**src/rtl/bcd_serial_subtractor.sv**
```systemverilog
// -----------------------------------------------------------------------------
// bcd_serial_subtractor
//
// Multi-digit packed-BCD subtractor that computes A - B - bin one decimal digit
// per clock through a single shared digit-subtract cell. The result is in
// sign-magnitude form. When the raw difference borrows out of the top digit, a
// second pass over the result register forms its ten's complement
// (10^DIGITS - raw), which yields the magnitude, and neg is set.
//
// Latency (the accept edge ends cycle 0):
//   non-negative result : done high in cycle DIGITS+1
//   negative result     : done high in cycle 2*DIGITS+1
//
// Parameters:
//   DIGITS   number of BCD digits in a, b and diff (>= 1)
//
// Ports:
//   clk      rising-edge clock
//   rst_n    synchronous active-low reset
//   start    request, sampled only while idle
//   a        minuend, packed BCD, digit 0 = bits [3:0]
//   b        subtrahend, packed BCD
//   bin      borrow-in
//   busy     high from the cycle after acceptance until done
//   done     one-cycle pulse, result valid
//   diff     result magnitude, packed BCD
//   neg      1 = result negative (A < B + bin)
//   invalid  (only with BCD_DIGIT_CHECK_EN) an input digit was > 9
//
// Optional feature: define BCD_DIGIT_CHECK_EN to add the invalid output and
// the input digit range check. Invalid operands skip straight to the done
// cycle with diff=0, neg=0, invalid=1.
// -----------------------------------------------------------------------------
module bcd_serial_subtractor #(
  parameter int unsigned DIGITS = 4
) (
  input  logic                  clk,
  input  logic                  rst_n,
  input  logic                  start,
  input  logic [4*DIGITS-1:0]   a,
  input  logic [4*DIGITS-1:0]   b,
  input  logic                  bin,
  output logic                  busy,
  output logic                  done,
  output logic [4*DIGITS-1:0]   diff,
  output logic                  neg
`ifdef BCD_DIGIT_CHECK_EN
  ,
  output logic                  invalid
`endif
);

  localparam int unsigned CW = (DIGITS > 1) ? $clog2(DIGITS) : 1;
  localparam int unsigned W  = 4 * DIGITS;

  localparam logic [1:0] StIdle = 2'd0;
  localparam logic [1:0] StSub  = 2'd1;
  localparam logic [1:0] StFix  = 2'd2;
  localparam logic [1:0] StDone = 2'd3;

  logic [1:0]    state_q, state_d;
  logic [W-1:0]  a_q, a_d;
  logic [W-1:0]  b_q, b_d;
  logic [W-1:0]  res_q, res_d;
  logic [CW-1:0] cnt_q, cnt_d;
  logic          br_q, br_d;
  logic          neg_q, neg_d;
  logic          busy_q, busy_d;
  logic          done_q, done_d;
`ifdef BCD_DIGIT_CHECK_EN
  logic          invalid_q, invalid_d;
`endif

  // Digit operands selected by the counter.
  logic [3:0]    dig_a, dig_b, dig_r;
  logic [3:0]    cell_x, cell_y;
  logic [4:0]    cell_raw;
  logic [3:0]    cell_out;
  logic          cell_bout;
  logic          last_digit;
  // Result register with the current digit replaced by the cell output.
  logic [W-1:0]  res_wr;

`ifdef BCD_DIGIT_CHECK_EN
  function automatic logic has_bad_digit(input logic [W-1:0] v);
    logic bad;
    bad = 1'b0;
    for (int i = 0; i < int'(DIGITS); i++) begin
      if (v[4*i +: 4] > 4'd9) begin
        bad = 1'b1;
      end
    end
    return bad;
  endfunction
`endif

  // Digit selection and the shared digit-subtract cell.
  always_comb begin
    dig_a = 4'd0;
    dig_b = 4'd0;
    dig_r = 4'd0;
    for (int i = 0; i < int'(DIGITS); i++) begin
      if (cnt_q == CW'(i)) begin
        dig_a = a_q[4*i +: 4];
        dig_b = b_q[4*i +: 4];
        dig_r = res_q[4*i +: 4];
      end
    end

    // The correction pass subtracts the raw result from zero.
    if (state_q == StFix) begin
      cell_x = 4'd0;
      cell_y = dig_r;
    end else begin
      cell_x = dig_a;
      cell_y = dig_b;
    end

    // 5-bit two's-complement difference; bit 4 set means the digit went below 0.
    cell_raw  = {1'b0, cell_x} - {1'b0, cell_y} - {4'd0, br_q};
    cell_bout = cell_raw[4];
    cell_out  = cell_bout ? (cell_raw[3:0] + 4'd10) : cell_raw[3:0];

    res_wr = res_q;
    for (int i = 0; i < int'(DIGITS); i++) begin
      if (cnt_q == CW'(i)) begin
        res_wr[4*i +: 4] = cell_out;
      end
    end

    last_digit = (cnt_q == CW'(DIGITS - 1));
  end

  // Next-state logic.
  always_comb begin
    state_d   = state_q;
    a_d       = a_q;
    b_d       = b_q;
    res_d     = res_q;
    cnt_d     = cnt_q;
    br_d      = br_q;
    neg_d     = neg_q;
    busy_d    = busy_q;
    done_d    = 1'b0;
`ifdef BCD_DIGIT_CHECK_EN
    invalid_d = invalid_q;
`endif

    case (state_q)
      StIdle: begin
        if (start) begin
          a_d     = a;
          b_d     = b;
          br_d    = bin;
          cnt_d   = '0;
          res_d   = '0;
          neg_d   = 1'b0;
`ifdef BCD_DIGIT_CHECK_EN
          if (has_bad_digit(a) || has_bad_digit(b)) begin
            invalid_d = 1'b1;
            done_d    = 1'b1;
            state_d   = StDone;
          end else begin
            invalid_d = 1'b0;
            busy_d    = 1'b1;
            state_d   = StSub;
          end
`else
          busy_d  = 1'b1;
          state_d = StSub;
`endif
        end
      end

      StSub: begin
        res_d = res_wr;
        br_d  = cell_bout;
        cnt_d = cnt_q + CW'(1);
        if (last_digit) begin
          if (cell_bout) begin
            // Raw result is 10^DIGITS + (A - B - bin); complement it in place.
            cnt_d   = '0;
            br_d    = 1'b0;
            neg_d   = 1'b1;
            state_d = StFix;
          end else begin
            busy_d  = 1'b0;
            done_d  = 1'b1;
            state_d = StDone;
          end
        end
      end

      StFix: begin
        res_d = res_wr;
        br_d  = cell_bout;
        cnt_d = cnt_q + CW'(1);
        if (last_digit) begin
          busy_d  = 1'b0;
          done_d  = 1'b1;
          state_d = StDone;
        end
      end

      StDone: begin
        // start is deliberately not looked at here.
        state_d = StIdle;
      end

      default: begin
        state_d = StIdle;
      end
    endcase
  end

  always_ff @(posedge clk) begin
    if (!rst_n) begin
      state_q   <= StIdle;
      a_q       <= '0;
      b_q       <= '0;
      res_q     <= '0;
      cnt_q     <= '0;
      br_q      <= 1'b0;
      neg_q     <= 1'b0;
      busy_q    <= 1'b0;
      done_q    <= 1'b0;
`ifdef BCD_DIGIT_CHECK_EN
      invalid_q <= 1'b0;
`endif
    end else begin
      state_q   <= state_d;
      a_q       <= a_d;
      b_q       <= b_d;
      res_q     <= res_d;
      cnt_q     <= cnt_d;
      br_q      <= br_d;
      neg_q     <= neg_d;
      busy_q    <= busy_d;
      done_q    <= done_d;
`ifdef BCD_DIGIT_CHECK_EN
      invalid_q <= invalid_d;
`endif
    end
  end

  assign busy    = busy_q;
  assign done    = done_q;
  assign diff    = res_q;
  assign neg     = neg_q;
`ifdef BCD_DIGIT_CHECK_EN
  assign invalid = invalid_q;
`endif

endmodule

```
**config.mk**
```make
export PLATFORM = sky130hd
export DESIGN_NAME = bcd_serial_subtractor
export DESIGN_NICKNAME = d
export VERILOG_FILES = /design/src/rtl/bcd_serial_subtractor.sv
export SDC_FILE = /design/constraint.sdc
export NUM_CORES = 1
export LEC_CHECK = 0
export CORE_UTILIZATION = 25
export DETAILED_ROUTE_END_ITERATION = 6
export DONT_BUFFER_PORTS = 1
export PLACE_DENSITY = 0.36
export RECOVER_POWER = 25
export SLEW_MARGIN = 20
export SYNTH_ARGS = -nofsm -noshare
export SYNTH_HDL_FRONTEND = slang
export SYNTH_SLANG_ARGS = --single-unit
export TNS_END_PERCENT = 10
```
**constraint.sdc**
```tcl
create_clock -name clk -period 4.2 [get_ports clk]
set_clock_uncertainty 0.1 [all_clocks]
set_input_delay 0.21 -clock clk [delete_from_list [all_inputs] [get_ports clk]]
set_output_delay 0.21 -clock clk [all_outputs]
set_load 0.01 [all_outputs]
```
# Word level (Yosys, flattened, before mapping)
# Cells that the tools add are included.
[word_totals] regBits=56
[op_classes] n_addsub=4 n_eq_ne=15 mux=46 n_reduce_logical=15
[op_table] op="two-way mux 4 bit" n=19
[op_table] op="one-hot mux 16 bit (2 select lines)" n=1
[op_table] op="two-way mux 16 bit" n=1
[op_table] op="AND reduction 3 bit" n=5
[op_table] op="two-way mux 1 bit" n=13
[op_table] op="two-way mux 2 bit" n=6
[op_table] op="inequality test 2 bit (second input constant)" n=5
[op_table] op="== test 2 bit (second input constant)" n=4
[op_table] op="inequality test 2 x 1 -> 1 bit (second input constant)" n=4
[op_table] op="one-hot mux 2 bit (4 select lines)" n=1
[op_table] op="one-hot mux 1 bit (3 select lines)" n=2
[op_table] op="one-hot mux 2 bit (3 select lines)" n=1
[op_table] op="AND reduction 5 bit" n=1
[op_table] op="subtractor 4 x 4 -> 5 bit" n=1
[op_table] op="subtractor 5 x 1 -> 5 bit" n=1
[op_table] op="adder 4 bit (second input constant)" n=1
[op_table] op="== test 2 x 1 -> 1 bit (second input constant)" n=2
[op_table] op="logical NOT 2 bit" n=2
[op_table] op="one-hot mux 1 bit (2 select lines)" n=2
[op_table] op="AND reduction 2 bit" n=2
[op_table] op="AND reduction 4 bit" n=1
[op_table] op="nonzero test 2 bit" n=2
[op_table] op="nonzero test 3 bit" n=1
[op_table] op="adder 2 x 1 -> 2 bit (second input constant)" n=1
[op_table] op="OR reduction 2 bit" n=1

# Longest topological paths before layout
[logic_depth] depth_word=12 ltp_mapped=19 mapped_depth_nobuf=17

# Worst setup path after synthesis
# Ideal clock, no wire load.
[synth_path] kind="register to register" start="register cnt_q[0]" end="register res_q[15], in the netlist diff[15]" setup_time_ns=0.136 t_arrival_ns=3.463 required_time_ns=3.964 slack_ns=0.502 stages_incl_launch_ff=17 path_buffers=1 path_cell_list="dfxtp_1 -> inv_1 -> ha_1 -> buf_2 -> and3_1 -> a21oi_1 -> o21ai_0 -> mux4_2 -> fa_1 -> inv_1 -> fa_1 -> ha_1 -> nor3b_1 -> o21ai_0 -> o211ai_1 -> xor2_1 -> o22ai_1"
[synth_via] elab_chain_cells=12
[synth_rtl] item="start, declared" line="65" text="logic [CW-1:0] cnt_q, cnt_d;"
[synth_rtl] item="start signal, assigned" line="235" text="cnt_q <= cnt_d;"
[synth_rtl] item="logical NOT 2 bit" line="103" text="if (cnt_q == CW'(i)) begin"
[synth_rtl] item="two-way mux 4 bit (4 in series)" line="103"
[synth_rtl] item="two-way mux 4 bit" line="111" text="if (state_q == StFix) begin"
[synth_rtl] item="subtractor 4 x 4 -> 5 bit" line="120" text="cell_raw = {1'b0, cell_x} - {1'b0, cell_y} - {4'd0, br_q};"
[synth_rtl] item="subtractor 5 x 1 -> 5 bit" line="120"
[synth_rtl] item="adder 4 bit" line="122" text="cell_out = cell_bout ? (cell_raw[3:0] + 4'd10) : cell_raw[3:0];"
[synth_rtl] item="two-way mux 4 bit" line="122"
[synth_rtl] item="two-way mux 4 bit" line="126" text="if (cnt_q == CW'(i)) begin"
[synth_rtl] item="one-hot mux 16 bit (2 select lines)" line="149" text="case (state_q)"
[synth_rtl] item="end signal, assigned" line="234" text="res_q <= res_d;"
[synth_rtl] item="end, declared" line="64" text="logic [W-1:0] res_q, res_d;"
# Parallel ways exist; a longest one is shown, timed or not. The select of a mux whose other input is x is not followed.
# A chain may end at the register's enable or synchronous reset.

# Worst setup path after layout
[layout_path] start="register cnt_q[1]" end="register res_q[15], in the netlist diff[15]"
# Same word-level chain as after synthesis.

==> impl_metrics.csv <==
group,metric,value,unit
status,status,"complete, but fails checks",
status,violations,"design-rule violations",
power,p_leak,0.00132,uW
power,ir_drop,299,uV
synthesis,synth.distinct_cells,41,
worst_hold_path,hp-start,"rst_n",
detailed_routing,vias_per_cell,4.80,
detailed_routing,vias,2575,
worst_hold_path,min_path_cells,2,
worst_setup_path,crit_path_top_delay_cell,"mux4_2",
placed_design,gp_congestion,0.719,
final_layout,nets,445,
worst_setup_path,r2r_slack,330,ps
synthesis,synth_top_family_by_area,"simple AND/OR/NAND/NOR gates",
synthesis,syn_avg_cell_area,8.15,um2
worst_setup_path,path_cells,"inv_1 -> ha_1 -> buf_4 -> a21oi_1 -> o21ai_0 -> mux4_2 -> fa_1 -> inv_1 -> fa_1 -> ha_1 -> nor3b_1 -> o21ai_0 -> o211ai_1 -> xor2_1 -> o22ai_1",
sta,setup_viol,0,
sta,grt_setup_unrepaired,"no",
clock_tree,hold_buffers,34,
worst_setup_path,start_kind,"flip-flop",
clock_tree,post_cts_buffers,0,
final_layout,drive_above_1_share,0.0685,
detailed_routing,avgRoutedWirePerCell,16.2,um
global_routing,grt_max_degree,58,
clock_tree,cts_sinks,56,
synthesis,muxShareOfSynthArea,0.0610,
synthesis,yosys_warnings,0,
detailed_routing,postRouteAntennaNets,0,
global_routing,grt_usage,0.147,
clock_tree,clockRootBuffer,"clkbuf_16",
synthesis,synth_xor_area_frac,0.0195,
floorplanning,rows,39,
detailed_routing,wl,8710,um
clock_tree,cts_max_level,2,
global_routing,overflow,0,
sta,slew_headroom,0.591,
detailed_routing,drt-initial-drc-count,147,
worst_hold_path,hp-class,"primary input to flip-flop",
floorplanning,core,11600,um2
placed_design,hpwl,6310,um
placed_design,portBuffers,0,
final_layout,utilization,0.314,
synthesis,synth-simple-area-share,0.221,
sta,worst_pin_slew,614,ps
synthesis,ys_top_cells_by_area,"dfxtp_1, nand2_1, a21boi_0",
detailed_routing,first_pass_iters,7,
power,power.density,710,nW/um2
global_routing,grt_pass1_vias,2519,
sta,drv_slew,0,
worst_setup_path,critical-path-max-stage-delay,500,ps
global_routing,antenna_found_initial,0,
floorplanning,dieArea,12500,um2
clock_tree,cts_buffers,5,
final_layout,area_growth,20.4,%
worst_setup_path,crit_arrival,3930,ps
sta,max_freq,0.258,GHz
synthesis,yosys.area_share.adder,0.0672,
synthesis,syn_nets,421,
synthesis,synth_area_leader_cell,"dfxtp_1",
final_layout,antennaDiodeCount,0,
detailed_routing,drc,5,
clock_tree,cts_buffer_depth,2,
worst_setup_path,worstSetupPathType,"flip-flop to flip-flop",
run,cap_violations,0,
sta,post-route-period-util,0.922,
sta,finalHoldViolCount,0,
power,p_total,2580,uW
worst_setup_path,endpoint_kind,"flip-flop",
clock_tree,cts_tree,"yes",
clock_tree,clock_latency,300,ps
floorplanning,die_x,112,um
worst_setup_path,r2r-start,"cnt_q[1]",
synthesis,synthCells,370,
worst_hold_path,hold_path_end,"diff[3]",
synthesis,ys_ff_latch,56,
sta,layout_min_cycle_time,3870,ps
final_layout,nFillCells,1247,
synthesis,yosysSeqAreaShare,0.372,
synthesis,synth_compound_area_frac,0.208,
floorplanning,fp.dieH,112,um
clock_tree,path_clk_slew,70,ps
synthesis,yosys.area.top_type_share,0.372,
worst_setup_path,r2r_end,"diff[15]",
floorplanning,io_pins,55,
synthesis,syn_area,3010,um2
sta,finalSetupTns,0,ps
floorplanning,start_util,0.261,
worst_setup_path,worstPathRequired,4260,ps
clock_tree,cts_resized,0,
worst_setup_path,ff2ff_path_depth,15,
worst_setup_path,cp_max_fo,18,
global_routing,grt_pass1_wl,14100,um
[where the power goes]
group | internal [uW] | total (uW) | leakage, uW | switching [uW]
registers | 669 | 833 | 0.000458 | 163
clock network | 221 | 418 | 0.0000673 | 197
logic | 510 | 1330 | 0.000797 | 817
[worst max path at each step]
stage                         from  endpoint  slack, ps  cells past startpoint
after CTS                 cnt_q[1]  diff[15]        310                     15
after floorplan           cnt_q[0]  diff[15]        500                     16
final                     cnt_q[1]  diff[15]        330                     15
after global routing      cnt_q[0]  diff[15]         30                     15
after detailed placement  cnt_q[1]  diff[15]        340                     15
after global placement    cnt_q[0]  diff[15]        360                     15
[layer usage]
metal | GRT usage | vias to the layer above | share of wire | routed length [um]
met5 | 0 | - | 0 | 0
met4 | 0.0378 | 0 | 0.012 | 102
met3 | 0.0338 | 9 | 0.042 | 370
met2 | 0.221 | 53 | 0.43 | 3740
met1 | 0.210 | 1205 | 0.52 | 4500
li1 | - | 1308 | - | -
[synth_stat cells]
master and number:
a2111oi_2 1, a21boi_0 34, a21o_1 1, a21oi_1 20
a21oi_4 1, a22oi_1 1, a31oi_1 2, and2_0 1
and3_1 7, buf_2 7, buf_4 2, clkbuf_1 15
clkbuf_2 1, dfxtp_1 56, fa_1 2, ha_1 13
inv_1 10, inv_2 2, mux2i_1 8, mux2i_2 1
mux4_2 4, nand2_1 100, nand2b_1 7, nand2b_2 1
nand3_1 6, nand3b_1 5, nand4b_1 1, nor2_1 6
nor2b_1 11, nor3_1 1, nor3b_1 2, o211ai_1 2
o21ai_0 17, o21ai_1 1, o22ai_1 13, o311ai_0 2
o31ai_1 1, xnor2_1 1, xnor2_2 1, xor2_1 2
xor2_2 1
[layout by cell type (no fill, tap or decap), types with 10 or more instances in the layout]
cell / n
nand2_1: 100
a21boi_0: 34
o22ai_1: 13
inv_1: 10
ha_1: 13
dfxtp_1: 56
nor2b_1: 11
a21oi_1: 20
o21ai_0: 17
dlygate4sd3_1: 33
[critical path: cells and delay by family (launching register included)]
family	cells	cell delay [ps]
buffers and inverters	3	370
DFF	1	370
adders and majority gates	4	1290
AOI/OAI and AO/OA	5	560
xor gates and xnor gates	1	330
and+or+nand+nor	1	190
muxes	1	500
[cell type report]
type | count | area (um2) | area share
Timing Repair Buffer | 42 | 410 | 0.113
Clock inverter | 1 | 8.76 | 0.00241
Multi-Input combinational cell | 277 | 1740 | 0.478
Sequential cell | 56 | 1120 | 0.309
Inverter | 12 | 45.0 | 0.0124
Clock buffer | 6 | 129 | 0.0355
Tap cell | 143 | 179 | 0.0493
[cell families (layout without fill, tap and decap cells)]
kind of cell | after synthesis | after routing
AOI/OAI and AO/OA | 96 | 96
xor gates and xnor gates | 5 | 5
adders and majority gates | 15 | 15
buffers and inverters | 37 | 61
DFF | 56 | 56
muxes | 13 | 13
and+or+nand+nor | 148 | 148
[state kept, by name (all words and copies together), names as in the netlist]
signal and cells:
done 1, neg 1, b_q 16, cnt_q 2, state_q 2, busy 1
br_q 1, diff 16, a_q 16
[metrics by stage]
step	std cells	worst slack (ps)	hold WS (ps)	area (um2)
after detailed placement	496	336	250	3140
after global routing	537	28.4	87.0	3630
final	537	329	61.1	3630
after CTS	537	308	50.4	3630
after floorplan	370	502	255	3010
after global placement	496	364	250	3140
Note: power is estimated with default switching activity, not from simulation.
